<file path="config.mk">
export PLATFORM = sky130hd
export DESIGN_NAME = traffic_ctrl
export DESIGN_NICKNAME = d
export VERILOG_FILES = /design/src/rtl/traffic_pkg.sv /design/src/rtl/phase_timer.sv /design/src/rtl/traffic_ctrl.sv
export SDC_FILE = /design/constraint.sdc
export NUM_CORES = 1
export LEC_CHECK = 0
export ABC_CLOCK_PERIOD_IN_PS = 2100
export CAP_MARGIN = 20
export CORE_MARGIN = 1
export CORE_UTILIZATION = 54
export CTS_CLUSTER_SIZE = 12
export DETAILED_ROUTE_END_ITERATION = 7
export PLACE_DENSITY_LB_ADDON = 0.25
export SKIP_LAST_GASP = 1
export SYNTH_ARGS = -nofsm -noshare
export SYNTH_HDL_FRONTEND = slang
export SYNTH_SLANG_ARGS = --single-unit
</file>
<file path="constraint.sdc">
create_clock -name Clk -period 2.1 [get_ports Clk]
set_input_delay 0.315 -clock Clk [delete_from_list [all_inputs] [get_ports Clk]]
set_output_delay 0.315 -clock Clk [all_outputs]
set_load 0.03 [all_outputs]
</file>
<file path="src/rtl/traffic_pkg.sv">
// Shared types and constants for the highway/farm-road intersection sequencer.
// Build option: define AMB_PREEMPT_EN to enable ambulance preemption (EMG phase).
package traffic_pkg;

  localparam int PHASE_W = 3;
  localparam int CNT_W   = 32;

  typedef enum logic [PHASE_W-1:0] {
    HG  = 3'd0,
    HY  = 3'd1,
    AR1 = 3'd2,
    FG  = 3'd3,
    FY  = 3'd4,
    AR2 = 3'd5,
    EMG = 3'd6
  } phase_t;

  localparam logic [2:0] LAMP_R = 3'b100;
  localparam logic [2:0] LAMP_Y = 3'b010;
  localparam logic [2:0] LAMP_G = 3'b001;

  typedef struct packed {
    logic [2:0] hwy;
    logic [2:0] farm;
  } lamps_t;

  // Yellow phases may only be left once their full duration has elapsed.
  function automatic logic is_yellow(input phase_t p);
    return (p == HY) || (p == FY);
  endfunction

endpackage

</file>
<file path="src/rtl/phase_timer.sv">
// Saturating phase counter: cleared on every phase change, sticks at all-ones.
module phase_timer
  import traffic_pkg::*;
(
  input  logic             Clk,
  input  logic             reset,
  input  logic             clear,
  output logic [CNT_W-1:0] cnt
);

  always_ff @(posedge Clk) begin
    if (!reset) begin
      cnt <= '0;
    end else if (clear) begin
      cnt <= '0;
    end else if (~&cnt) begin
      cnt <= cnt + {{(CNT_W-1){1'b0}}, 1'b1};
    end
  end

endmodule

</file>
<file path="src/rtl/traffic_ctrl.sv">
// Highway/farm-road phase sequencer with Moore lamp decode.
// Build option: AMB_PREEMPT_EN enables ambulance preemption into the EMG all-red hold.
module traffic_ctrl
  import traffic_pkg::*;
#(
  parameter int T_HG_MIN = 16,
  parameter int T_FG_MIN = 4,
  parameter int T_FG_MAX = 12,
  parameter int T_Y      = 4,
  parameter int T_AR     = 2
) (
  input  logic               Clk,
  input  logic               reset,
  input  logic               C,
  input  logic               AMB,
  output logic [2:0]         HWY_LIGHT,
  output logic [2:0]         FARM_LIGHT,
  output logic [PHASE_W-1:0] PHASE,
  output logic               PREEMPT
);

  localparam logic [CNT_W-1:0] HG_LAST     = CNT_W'(T_HG_MIN - 1);
  localparam logic [CNT_W-1:0] FG_MIN_LAST = CNT_W'(T_FG_MIN - 1);
  localparam logic [CNT_W-1:0] FG_MAX_LAST = CNT_W'(T_FG_MAX - 1);
  localparam logic [CNT_W-1:0] Y_LAST      = CNT_W'(T_Y - 1);
  localparam logic [CNT_W-1:0] AR_LAST     = CNT_W'(T_AR - 1);

  phase_t           state;
  phase_t           next_state;
  logic             state_change;
  logic [CNT_W-1:0] cnt;
  logic             amb_req;
  logic             y_done;
  lamps_t           lamps;

`ifdef AMB_PREEMPT_EN
  assign amb_req = AMB;
`else
  assign amb_req = AMB & 1'b0;
`endif

  assign state_change = (next_state != state);
  assign y_done       = is_yellow(state) && (cnt == Y_LAST);

  phase_timer u_timer (
    .Clk   (Clk),
    .reset (reset),
    .clear (state_change),
    .cnt   (cnt)
  );

  always_ff @(posedge Clk) begin
    if (!reset) begin
      state <= HG;
    end else begin
      state <= next_state;
    end
  end

  // First matching rule wins in every phase; an ambulance only redirects a yellow's exit.
  always_comb begin
    next_state = state;
    case (state)
      HG: begin
        if (amb_req) begin
          next_state = HY;
        end else if (C && (cnt >= HG_LAST)) begin
          next_state = HY;
        end
      end
      HY: begin
        if (y_done) begin
          next_state = amb_req ? EMG : AR1;
        end
      end
      AR1: begin
        if (amb_req) begin
          next_state = EMG;
        end else if (cnt == AR_LAST) begin
          next_state = FG;
        end
      end
      FG: begin
        if (amb_req) begin
          next_state = FY;
        end else if (cnt == FG_MAX_LAST) begin
          next_state = FY;
        end else if (!C && (cnt >= FG_MIN_LAST)) begin
          next_state = FY;
        end
      end
      FY: begin
        if (y_done) begin
          next_state = amb_req ? EMG : AR2;
        end
      end
      AR2: begin
        if (amb_req) begin
          next_state = EMG;
        end else if (cnt == AR_LAST) begin
          next_state = HG;
        end
      end
      EMG: begin
`ifdef AMB_PREEMPT_EN
        next_state = amb_req ? EMG : AR2;
`else
        next_state = HG;
`endif
      end
      default: begin
        next_state = HG;
      end
    endcase
  end

  always_comb begin
    lamps = '{hwy: LAMP_R, farm: LAMP_R};
    case (state)
      HG:      lamps = '{hwy: LAMP_G, farm: LAMP_R};
      HY:      lamps = '{hwy: LAMP_Y, farm: LAMP_R};
      FG:      lamps = '{hwy: LAMP_R, farm: LAMP_G};
      FY:      lamps = '{hwy: LAMP_R, farm: LAMP_Y};
      default: lamps = '{hwy: LAMP_R, farm: LAMP_R};
    endcase
  end

  assign HWY_LIGHT  = lamps.hwy;
  assign FARM_LIGHT = lamps.farm;
  assign PHASE      = state;

`ifdef AMB_PREEMPT_EN
  assign PREEMPT = (state == EMG);
`else
  assign PREEMPT = 1'b0;
`endif

endmodule

</file>
; Yosys cells after proc, flatten, opt, wreduce, memory -nomap -nowiden
; Index checks and enable logic that the tools add are counted.
[totals]
elab_cells = 32
output_inout_bits = 10
regBits = 35
[classes]
n_mux = 9
add_sub_neg = 1
eq_ne = 9
n_lt_le_gt_ge = 2
bitwise = 1
n_reduce_logical = 8
[op_table]
columns = operator, count
row1 = $add 32x1->32 const B, 1
row2 = $eq 32x1->1 const B, 1
row3 = $eq 32x2->1 const B, 1
row4 = $eq 32x4->1 const B, 1
row5 = $ge 32x2->1 const B, 1
row6 = $ge 32x4->1 const B, 1
row7 = $reduce_and 32->1, 1
row8 = $pmux 6 s4, 1
row9 = $mux 3, 7
row10 = $pmux 3 s6, 1
row11 = $eq 3x2->1 const B, 2
row12 = $eq 3x3->1 const B, 2
row13 = $eq 3x1->1 const B, 1
row14 = $logic_and 1x1->1, 3
row15 = $logic_not 3->1, 1
row16 = $ne 3x3->1, 1
row17 = $reduce_or 2->1, 1
row18 = $logic_not 1->1, 1
row19 = $logic_or 1x1->1, 1
row20 = $not 1->1, 1

; Depth between registers and ports, before layout
; Gate-level depths: netlist of the first run.
[depth]
word_depth = 7
depth_mapped = 8

; Hierarchy
; A second synthesis of the first run with hierarchy kept.
[unflattened]
hier_cells = 263
hier_area_um2 = 2150.8
[by_module_without_submodules]
columns = module, cells_per_inst, area_each_um2, seq_area_each_um2, n_inst
row1 = phase_timer, 203, 1691.6, 640.6, 1
row2 = traffic_ctrl, 60, 459.2, 60.1, 1

; Worst setup path before layout of the first run
; No wires, ideal clock.
[synth_path]
path_type = register to register
from = register u_timer.cnt[18]
to = register u_timer.cnt[2]
t_arrival_ns = 2.004
path_stages_with_launch = 7
n_path_buf = 1
setup_ns = 0.136
slack_ns = -0.039
cell_sequence = dfxtp_1 > nor4_1 > nand4_1 > or4b_4 > o2111ai_2 > buf_6 > nor4_1
[synth_via]
elab_chain_len = 7
[synth_rtl]
columns = element, line_no
row1 = start: declaration, phase_timer.sv:8  ; output logic [CNT_W-1:0] cnt
row2 = start signal: assignment, phase_timer.sv:17  ; cnt <= cnt + {{(CNT_W-1){1'b0}}, 1'b1};
row3 = $ge 32x2->1, traffic_ctrl.sv:88  ; end else if (!C && (cnt >= FG_MIN_LAST)) begin
row4 = $logic_and 1x1->1, traffic_ctrl.sv:88
row5 = $mux 3, traffic_ctrl.sv:88
row6 = $mux 3, traffic_ctrl.sv:86  ; end else if (cnt == FG_MAX_LAST) begin
row7 = $pmux 3 s6, traffic_ctrl.sv:63  ; case (state)
row8 = $ne 3x3->1, traffic_ctrl.sv:42  ; assign state_change = (next_state != state);
row9 = $reduce_or 2->1 (no line), --
; Several ways; a longest one is shown, not always the timed one.
; A chain may end at the register's enable or synchronous reset.

; Worst setup path after layout of the first run
[layout_path]
from = register u_timer.cnt[27]
to = register u_timer.cnt[7]
; Same word-level chain as after synthesis.

==> impl_metrics.py, run 1 <==
metrics = {
    "synth": {
        "syn_inst": 275,
        "netlist_top_cells_count": "dfxtp_1 (35), a211oi_1 (22), nand2_1 (18)",
        "syn_avg_cell_area_um2": 8.37,
        "synth-edff-count": 0,
        "synth.distinct_cells": 58,
        "ys_ff_latch": 35,
        "synthArstFlopShare": 0,
        "synth_ff_type": "dfxtp_1",
        "synth.net_count": 281,
        "synth_most_common_cell": "dfxtp_1",
        "syn_area_um2": 2300,
        "ys_seq_area_frac": 0.304,
        "yosysTopAreaCellShare": 0.304,
        "synthTopCellsByArea": "dfxtp_1 (30%), a211oi_1 (7.2%), nor4_1 (3.5%)",
        "yosys.area.top_type": "dfxtp_1",
        "yosys_warnings": 0,
    },
    "place": {
        "globalplace.congestion": 0.939,
        "io_buffers": 11,
        "post-place-ws_ns": -0.152,
        "dp_hpwl_um": 4520,
    },
    "timing": {
        "finalSetupTns_ns": -3.65,
        "fin_crit_ns": 2.22,
        "hold_violations": 0,
        "timing.final.crit_share": 1.06,
        "timing.final.max_slew_violations": 0,
        "skew_ns": 0.00891,
        "finalSetupViolCount": 34,
        "fmax_ghz": 0.449,
        "worst_slack_ns": -0.125,
        "rsz0062_at_grt": "true",
    },
    "setup_path": {
        "crit_path_max_fanout": 32,
        "cp.arrival_ns": 2.39,
        "cp-end-kind": "flip-flop",
        "critical_path_class": "reg2reg",
        "cp-start-kind": "flip-flop",
        "cp.required_ns": 2.27,
    },
    "power": {
        "power.leakage_nw": 1.08,
        "peakVddDrop_mv": 0.335,
        "p_per_area_nw_per_um2": 418,
    },
    "job": {
        "max_cap_violations": 0,
    },
    "finish": {
        "nNetsFinal": 341,
        "drive_above_1_share": 0.289,
        "final_core_util": 0.732,
        "syn2layout_area_growth_pct": 29.0,
        "antenna_cells": 0,
    },
    "clock_tree": {
        "postCtsHoldBufs": 0,
        "htreeDepth": 2,
        "clk_path_buf_depth": 2,
        "path_clk_slew_ns": 0.08,
        "cts_tree": "built",
        "clock_sinks": 35,
        "worstSkewPairLatency_ns": 0.29,
        "cts_root_buffer": "clkbuf_8",
        "cts_buffers": 5,
    },
    "drt": {
        "avgRoutedWirePerCell_um": 16.1,
        "post-route-drc-count": 0,
        "antenna_left": 0,
        "drt-initial-drc-count": 174,
        "vias_per_cell": 6.39,
        "first_pass_iters": 4,
        "via_count": 2467,
        "wirelength_um": 6220,
    },
    "status": {
        "violations": "setup timing",
        "outcome": "finished, violations left",
    },
    "grt": {
        "grt_max_degree": 33,
        "grt_pass1_vias": 2248,
        "grt_overflow": 0,
        "grt_first_pass_wirelength_um": 10000,
        "antenna_found_initial": 0,
        "track_usage": 0.293,
    },
    "floorplanning": {
        "fp.dieH_um": 67.3,
        "dieArea_um2": 4530,
        "initial_core_util": 0.567,
        "core_area_um2": 4060,
        "die_w_um": 67.3,
        "rows": 23,
        "ioPinCount": 14,
    },
    "min_path": {
        "hold_path.class": "reg2reg",
    },
}
registers in the layout, indices dropped and copies added (netlist names):
register / count
u_timer.cnt: 32
PHASE: 3
cell families (layout without fill, tap and decap cells):
kind of cell | Yosys count | count (layout) | synth area share
flops | 35 | 35 | 0.304
other cells | 1 | 1 | 0.00163
compound gates | 65 | 65 | 0.216
mux | 4 | 4 | 0.0185
xor+xnor | 8 | 8 | 0.0304
simple gates | 134 | 134 | 0.358
buf+inv | 26 | 87 | 0.0598
fa+ha+maj | 2 | 2 | 0.0109
final timing paths:
path	cells past startpoint	start	slack (ns)	endpoint
min	2	u_timer.cnt[11]	0.52	u_timer.cnt[11]
max reg2reg	8	u_timer.cnt[27]	-0.12	u_timer.cnt[7]
max	8	u_timer.cnt[27]	-0.12	u_timer.cnt[7]
min reg2reg	2	u_timer.cnt[11]	0.52	u_timer.cnt[11]
per-layer routing:
metal | global-route usage | part of all wire | vias to the layer above
met5 | 0 | 0 | -
met4 | 0.154 | 0.028 | 0
met3 | 0.0422 | 0.051 | 24
met2 | 0.489 | 0.46 | 83
met1 | 0.362 | 0.46 | 1155
li1 | - | - | 1205
layout make-up:
type	count	area, um^2
clock inverter	2	12.5
tap	50	62.6
inverter	5	18.8
multi-input combinational	214	1500
sequential	35	704
timing repair buffer	74	598
clock buffer	6	72.6
fill	323	1090
critical path, cell delays in order (launching register included):
cell	delay, ns
dfxtp_2	0.33
nor4_2	0.24
buf_4	0.15
nand4_1	0.11
buf_4	0.18
or4b_4	0.54
o2111ai_4	0.24
buf_12	0.22
a211oi_1	0.06
cell usage in the layout (no fill, tap or decap), types with 4 or more instances in the layout:
master / synthesis / final
o31ai_1: 10 / 10
or3_1: 10 / 10
xnor2_1: 6 / 6
nor4_1: 13 / 10
nor3_1: 15 / 15
clkdlybuf4s50_1: 0 / 7
and3_1: 5 / 5
buf_4: 2 / 61
nand3_1: 14 / 14
nor2_1: 14 / 14
inv_1: 5 / 5
clkbuf_8: 0 / 5
nand4_1: 10 / 10
a31oi_1: 4 / 4
nand2_1: 18 / 18
or4_1: 10 / 10
a211oi_1: 22 / 22
o21ai_0: 9 / 9
dfxtp_1: 35 / 32
per-stage QoR:
step	cell area, um^2	power (mW)	hold WS [ns]	std cells
final	2970	1.24	0.517	386
after global routing	2970	1.28	0.548	386
after CTS	2950	1.25	0.514	385
after detailed placement	2850	0.760	0.504	377
after global placement	2850	0.758	0.506	377
after floorplan	2310	0.737	0.424	275
report_power, final:
group,switching [mW],internal [mW],leakage (nW)
registers,0.00423,0.668,0.284
logic,0.0422,0.0328,0.753
clock network,0.262,0.232,0.0412
total,0.308,0.933,1.08
what timing repair did:
item,4_1_cts,5_1_grt
resized for setup,8,5
setup buffers,0,1
pin swaps,3,1
setup endpoints to repair,39,36
Note: power is estimated with default switching activity, not from simulation.
==> inputs of run 2 (changes only) <==
--- a/config.mk
+++ b/config.mk
@@ -8,7 +8,8 @@
 export ABC_CLOCK_PERIOD_IN_PS = 2100
 export CAP_MARGIN = 20
 export CORE_MARGIN = 1
-export CORE_UTILIZATION = 54
+export CORE_UTILIZATION = 56
+export CTS_BUF_LIST = sky130_fd_sc_hd__clkbuf_2 sky130_fd_sc_hd__clkbuf_4 sky130_fd_sc_hd__clkbuf_8
 export CTS_CLUSTER_SIZE = 12
 export DETAILED_ROUTE_END_ITERATION = 7
 export PLACE_DENSITY_LB_ADDON = 0.25
==> impl_metrics.py, run 2 (synthesized netlist as in run 1, its figures left out) <==
metrics = {
    "floorplanning": {
        "rows": 22,
        "fp.dieH_um": 66.1,
        "core_area_um2": 3800,
        "die_w_um": 66.1,
        "ioPinCount": 14,
        "dieArea_um2": 4370,
        "initial_core_util": 0.606,
    },
    "timing": {
        "fmax_ghz": 0.441,
        "timing.final.max_slew_violations": 0,
        "timing.final.crit_share": 1.08,
        "finalSetupViolCount": 36,
        "hold_violations": 0,
        "skew_ns": 0.00805,
        "slew_headroom": 0.577,
        "tightest_slew_ns": 0.619,
        "hold_ws_ns": 0.529,
        "fin_crit_ns": 2.27,
        "rsz0062_at_grt": "true",
        "worst_slack_ns": -0.169,
    },
    "clock_tree": {
        "clock_sinks": 35,
        "cts_root_buffer": "clkbuf_8",
        "postCtsHoldBufs": 0,
        "worstSkewPairLatency_ns": 0.29,
        "cts_buffers": 5,
        "clk_path_buf_depth": 2,
        "htreeDepth": 2,
        "path_clk_slew_ns": 0.07,
        "cts_setup_buffers": 0,
        "cts_tree": "built",
    },
    "finish": {
        "largest_reg_flops": 32,
        "mostFrequentLayoutCells": "buf_4 (60), dfxtp_1 (35), a211oi_1 (22)",
        "regMostFlops": "u_timer.cnt",
        "final_core_util": 0.787,
        "layout_commonest_cell": "buf_4",
        "drive_above_1_share": 0.276,
        "nNetsFinal": 342,
        "layout.cells.non_filler": 385,
        "syn2layout_area_growth_pct": 29.8,
        "antenna_cells": 0,
        "stdcell_area_um2": 2990,
    },
    "setup_path": {
        "cpMostUsedCell": "buf_4",
        "path_cells": "nor4_2, buf_4, nand4_1, buf_6, or4b_4, buf_4, mux2_2, a31oi_1",
        "crit_path_top_delay_cell": "or4b_4",
        "cp.arrival_ns": 2.49,
        "critical_path_class": "reg2reg",
        "regToRegStartpoint": "u_timer.cnt[27]",
        "r2r_end": "PHASE[0]",
        "cp-start-kind": "flip-flop",
        "slowest_delay_ns": 0.53,
        "cp-end-kind": "flip-flop",
        "rr_worst_depth": 8,
        "crit_path_max_fanout": 4,
        "reg2reg_setup_slack_ns": -0.17,
        "cp.required_ns": 2.32,
    },
    "drt": {
        "drt-initial-drc-count": 222,
        "wirelength_um": 6340,
        "vias_per_cell": 6.38,
        "first_pass_iters": 6,
        "via_count": 2458,
        "avgRoutedWirePerCell_um": 16.5,
        "antenna_left": 0,
        "post-route-drc-count": 0,
    },
    "grt": {
        "grt_max_degree": 33,
        "grt_overflow": 0,
        "grt_pass1_vias": 2340,
        "track_usage": 0.320,
        "grt_first_pass_wirelength_um": 10700,
        "antenna_found_initial": 0,
    },
    "status": {
        "outcome": "finished, violations left",
        "violations": "setup timing",
    },
    "min_path": {
        "hold-path-endpoint": "u_timer.cnt[21]",
        "hold_path_depth": 2,
        "hold_path.class": "reg2reg",
        "min_from": "u_timer.cnt[21]",
    },
    "power": {
        "p_per_area_nw_per_um2": 418,
        "peakVddDrop_mv": 0.513,
        "power.leakage_nw": 1.07,
    },
    "place": {
        "globalplace.congestion": 0.914,
        "dp_hpwl_um": 4690,
        "post-place-ws_ns": -0.220,
        "placed_cells": 377,
        "io_buffers": 11,
        "placed_area_um2": 2880,
    },
    "job": {
        "max_cap_violations": 0,
    },
}
==> run 2: changes by cell type in the layout (fill, tap and decap cells not counted), sizes merged <==
cell           before  now
clkdlybuf4s50       7    8
buf                63   64
dlymetal6s2s        1    0
==> run 2: how the worst max path moves through the flow <==
stage | from | to | slack [ns] | cells after the start
CTS | u_timer.cnt[27] | PHASE[0] | -0.18 | 8
finish | u_timer.cnt[27] | PHASE[0] | -0.17 | 8
global route | u_timer.cnt[27] | PHASE[0] | -0.23 | 8
detailed placement | u_timer.cnt[18] | u_timer.cnt[12] | -0.22 | 8
global placement | u_timer.cnt[18] | PHASE[0] | -0.20 | 8
floorplan | PHASE[2] | u_timer.cnt[2] | -0.004 | 6
==> run 2: cell type report <==
cell class / count / area (um^2)
multi-input cells: 214 / 1490
inverters: 5 / 18.8
flip-flops and latches: 35 / 701
clock buffers: 6 / 76.3
fillers: 283 / 811
well taps: 48 / 60.1
clock inverters: 2 / 12.5
repair buffers: 75 / 628
==> run 2: report_power, final <==
part           switching, mW  total (mW)  leakage [nW]  internal [mW]
clock                  0.255       0.500        0.0446          0.245
combinational         0.0411      0.0743         0.741         0.0332
sequential           0.00573       0.674         0.282          0.668
==> run 2: what timing repair did <==
action,CTS,global route
pin swaps,3,0
setup endpoints to repair,39,36
gates resized for setup,4,2
==> run 2: per-layer routing <==
layer	vias up	GRT usage	share of wire
li1	1208	-	-
met1	1174	0.411	0.46
met2	58	0.538	0.48
met3	18	0.0500	0.038
met4	0	0.114	0.024
met5	-	0	0
==> run 2: worst max-delay path, delay by kind of cell, from the launching register on <==
kind | cells | cell delay (ns)
buf+inv | 3 | 0.50
simple gates | 3 | 0.95
flops | 1 | 0.32
mux | 1 | 0.28
compound gates | 1 | 0.15
==> run 2: stage by stage <==
stage | power (mW) | setup TNS [ns]
6_report | 1.25 | -4.79
3_3_place_gp | 0.761 | -6.23
4_1_cts | 1.25 | -5.35
2_1_floorplan | 0.737 | -0.00415
3_5_place_dp | 0.762 | -6.86
5_1_grt | 1.30 | -7.24
==> inputs of run 3 (changes only) <==
--- a/config.mk
+++ b/config.mk
@@ -12,6 +12,7 @@
 export CTS_BUF_LIST = sky130_fd_sc_hd__clkbuf_2 sky130_fd_sc_hd__clkbuf_4 sky130_fd_sc_hd__clkbuf_8
 export CTS_CLUSTER_SIZE = 12
 export DETAILED_ROUTE_END_ITERATION = 7
+export MAX_ROUTING_LAYER = met4
 export PLACE_DENSITY_LB_ADDON = 0.25
 export SKIP_LAST_GASP = 1
 export SYNTH_ARGS = -nofsm -noshare
==> impl_metrics.py, run 3 (synthesized netlist as in run 1, its figures left out) <==
metrics = {
    "drt": {
        "vias_per_cell": 6.47,
        "via_count": 2484,
        "first_pass_iters": 8,
        "antenna_left": 0,
        "avgRoutedWirePerCell_um": 16.7,
        "post-route-drc-count": 0,
        "wirelength_um": 6430,
        "drt-initial-drc-count": 221,
    },
    "finish": {
        "fillers": 282,
        "layout.cells.non_filler": 384,
        "nNetsFinal": 341,
        "layout_commonest_cell": "buf_4",
        "stdcell_area_um2": 3010,
        "mostFrequentLayoutCells": "buf_4 (59), dfxtp_1 (33), a211oi_1 (22)",
        "antenna_cells": 0,
        "largest_reg_flops": 32,
        "drive_above_1_share": 0.286,
        "syn2layout_area_growth_pct": 30.8,
        "regMostFlops": "u_timer.cnt",
    },
    "clock_tree": {
        "path_clk_slew_ns": 0.08,
        "cts_root_buffer": "clkbuf_8",
        "clock_sinks": 35,
        "postCtsHoldBufs": 0,
        "clk_path_buf_depth": 2,
        "htreeDepth": 2,
        "cts_buffers": 5,
        "worstSkewPairLatency_ns": 0.30,
        "cts_tree": "built",
    },
    "grt": {
        "grt_max_degree": 33,
        "grt_pass1_vias": 2312,
        "antenna_found_initial": 0,
        "grt_first_pass_wirelength_um": 10500,
        "grt_overflow": 0,
        "track_usage": 0.322,
    },
    "timing": {
        "timing.final.crit_share": 1.08,
        "finalSetupViolCount": 34,
        "tightest_slew_ns": 0.507,
        "fin_crit_ns": 2.26,
        "worst_slack_ns": -0.158,
        "skew_ns": 0.00943,
        "fmax_ghz": 0.443,
        "hold_violations": 0,
        "rsz0062_at_grt": "true",
        "slew_headroom": 0.653,
        "timing.final.max_slew_violations": 0,
    },
    "setup_path": {
        "crit_path_max_fanout": 32,
        "startpoint": "u_timer.cnt[28]",
        "cp-end-kind": "flip-flop",
        "r2r_end": "u_timer.cnt[14]",
        "slowest_delay_ns": 0.55,
        "crit_path_end": "u_timer.cnt[14]",
        "cp-start-kind": "flip-flop",
        "path_cells": "nor4_4, buf_4, nand4_1, buf_6, or4b_4, o2111ai_4, buf_12, nor3_1",
        "worst-path-buf-inv": 3,
        "critical_path_class": "reg2reg",
        "crit_path_top_delay_cell": "or4b_4",
        "rr_worst_depth": 8,
        "cp.arrival_ns": 2.44,
        "cpLargestDelayFamily": "simple AND/OR/NAND/NOR gates",
        "reg2reg_setup_slack_ns": -0.16,
        "worst-path-stages": 8,
        "regToRegStartpoint": "u_timer.cnt[28]",
        "cp.required_ns": 2.28,
    },
    "status": {
        "violations": "setup timing",
        "outcome": "finished, violations left",
    },
    "floorplanning": {
        "core_area_um2": 3800,
        "initial_core_util": 0.606,
        "dieArea_um2": 4370,
        "fp.dieH_um": 66.1,
        "die_w_um": 66.1,
        "ioPinCount": 14,
        "rows": 22,
    },
    "power": {
        "peakVddDrop_mv": 0.394,
        "p_per_area_nw_per_um2": 436,
        "power.leakage_nw": 1.10,
    },
    "place": {
        "placed_cells": 376,
        "io_buffers": 11,
        "dp_hpwl_um": 4600,
        "placed_area_um2": 2860,
        "globalplace.congestion": 0.932,
    },
    "min_path": {
        "hold_path.class": "reg2reg",
    },
    "job": {
        "max_cap_violations": 0,
    },
}
-- run 3: cell types whose count changed in the layout (fill, tap and decap cells not counted), sizes merged --
cell           delta
clkdlybuf4s50     -2
buf               -1
clkbuf            +1
clkinv            -1
dlygate4sd2       +1
dlymetal6s2s      +1
-- run 3: area by class of cell --
type	count	area, um^2	share of cell area
repair buffers	74	613	0.204
clock inverters	1	7.51	0.00249
clock buffers	7	96.3	0.0320
well taps	48	60.1	0.0199
flip-flops and latches	35	703	0.233
inverters	5	18.8	0.00623
multi-input cells	214	1510	0.502
-- run 3: timing repair --
| action | in CTS | in global routing |
|---|---|---|
| pin swaps | 1 | 3 |
| gates resized for setup | 8 | 7 |
| setup buffers | 0 | 0 |
| setup endpoints to repair | 39 | 36 |
-- run 3: worst min-delay path by stage --
stage                    start         endpoint  cells after the start
6_report       u_timer.cnt[11]  u_timer.cnt[11]                      2
5_1_grt        u_timer.cnt[21]  u_timer.cnt[21]                      2
4_1_cts        u_timer.cnt[11]  u_timer.cnt[11]                      2
3_5_place_dp   u_timer.cnt[11]  u_timer.cnt[11]                      2
3_3_place_gp   u_timer.cnt[11]  u_timer.cnt[11]                      2
2_1_floorplan            reset         PHASE[0]                      2
-- run 3: worst reg2reg max path, stage by stage (launching register included) --
cell and delay [ns]:
dfxtp_2 0.34, nor4_4 0.26, buf_4 0.15, nand4_1 0.13, buf_6 0.18, or4b_4 0.55, o2111ai_4 0.24, buf_12 0.23
nor3_1 0.09
-- run 3: stage by stage --
step                      setup TNS [ns]   util  total power [mW]  setup slack (ns)  hold slack, ns
final                              -4.77  0.793              1.31            -0.158           0.520
after global routing               -7.69  0.793              1.35            -0.274           0.563
after CTS                          -3.88  0.784              1.31            -0.131           0.523
after detailed placement           -4.03  0.754             0.763            -0.131           0.506
after global placement             -6.01  0.754             0.761            -0.198           0.503
after floorplan                 -0.00415      -             0.737          -0.00390           0.424
-- run 3: power breakdown --
group | internal, mW | switching (mW) | total (mW)
Combinational | 0.0341 | 0.0440 | 0.0781
Clock | 0.299 | 0.265 | 0.564
Sequential | 0.668 | 0.00421 | 0.672
-- run 3: layer usage --
metal / track usage / wire length (um) / up-vias
met3: 0.0500 / 425 / 12
met2: 0.514 / 3060 / 84
met5: - / 0 / -
met1: 0.424 / 2860 / 1176
li1: - / - / 1212
met4: 0.0798 / 89 / 0
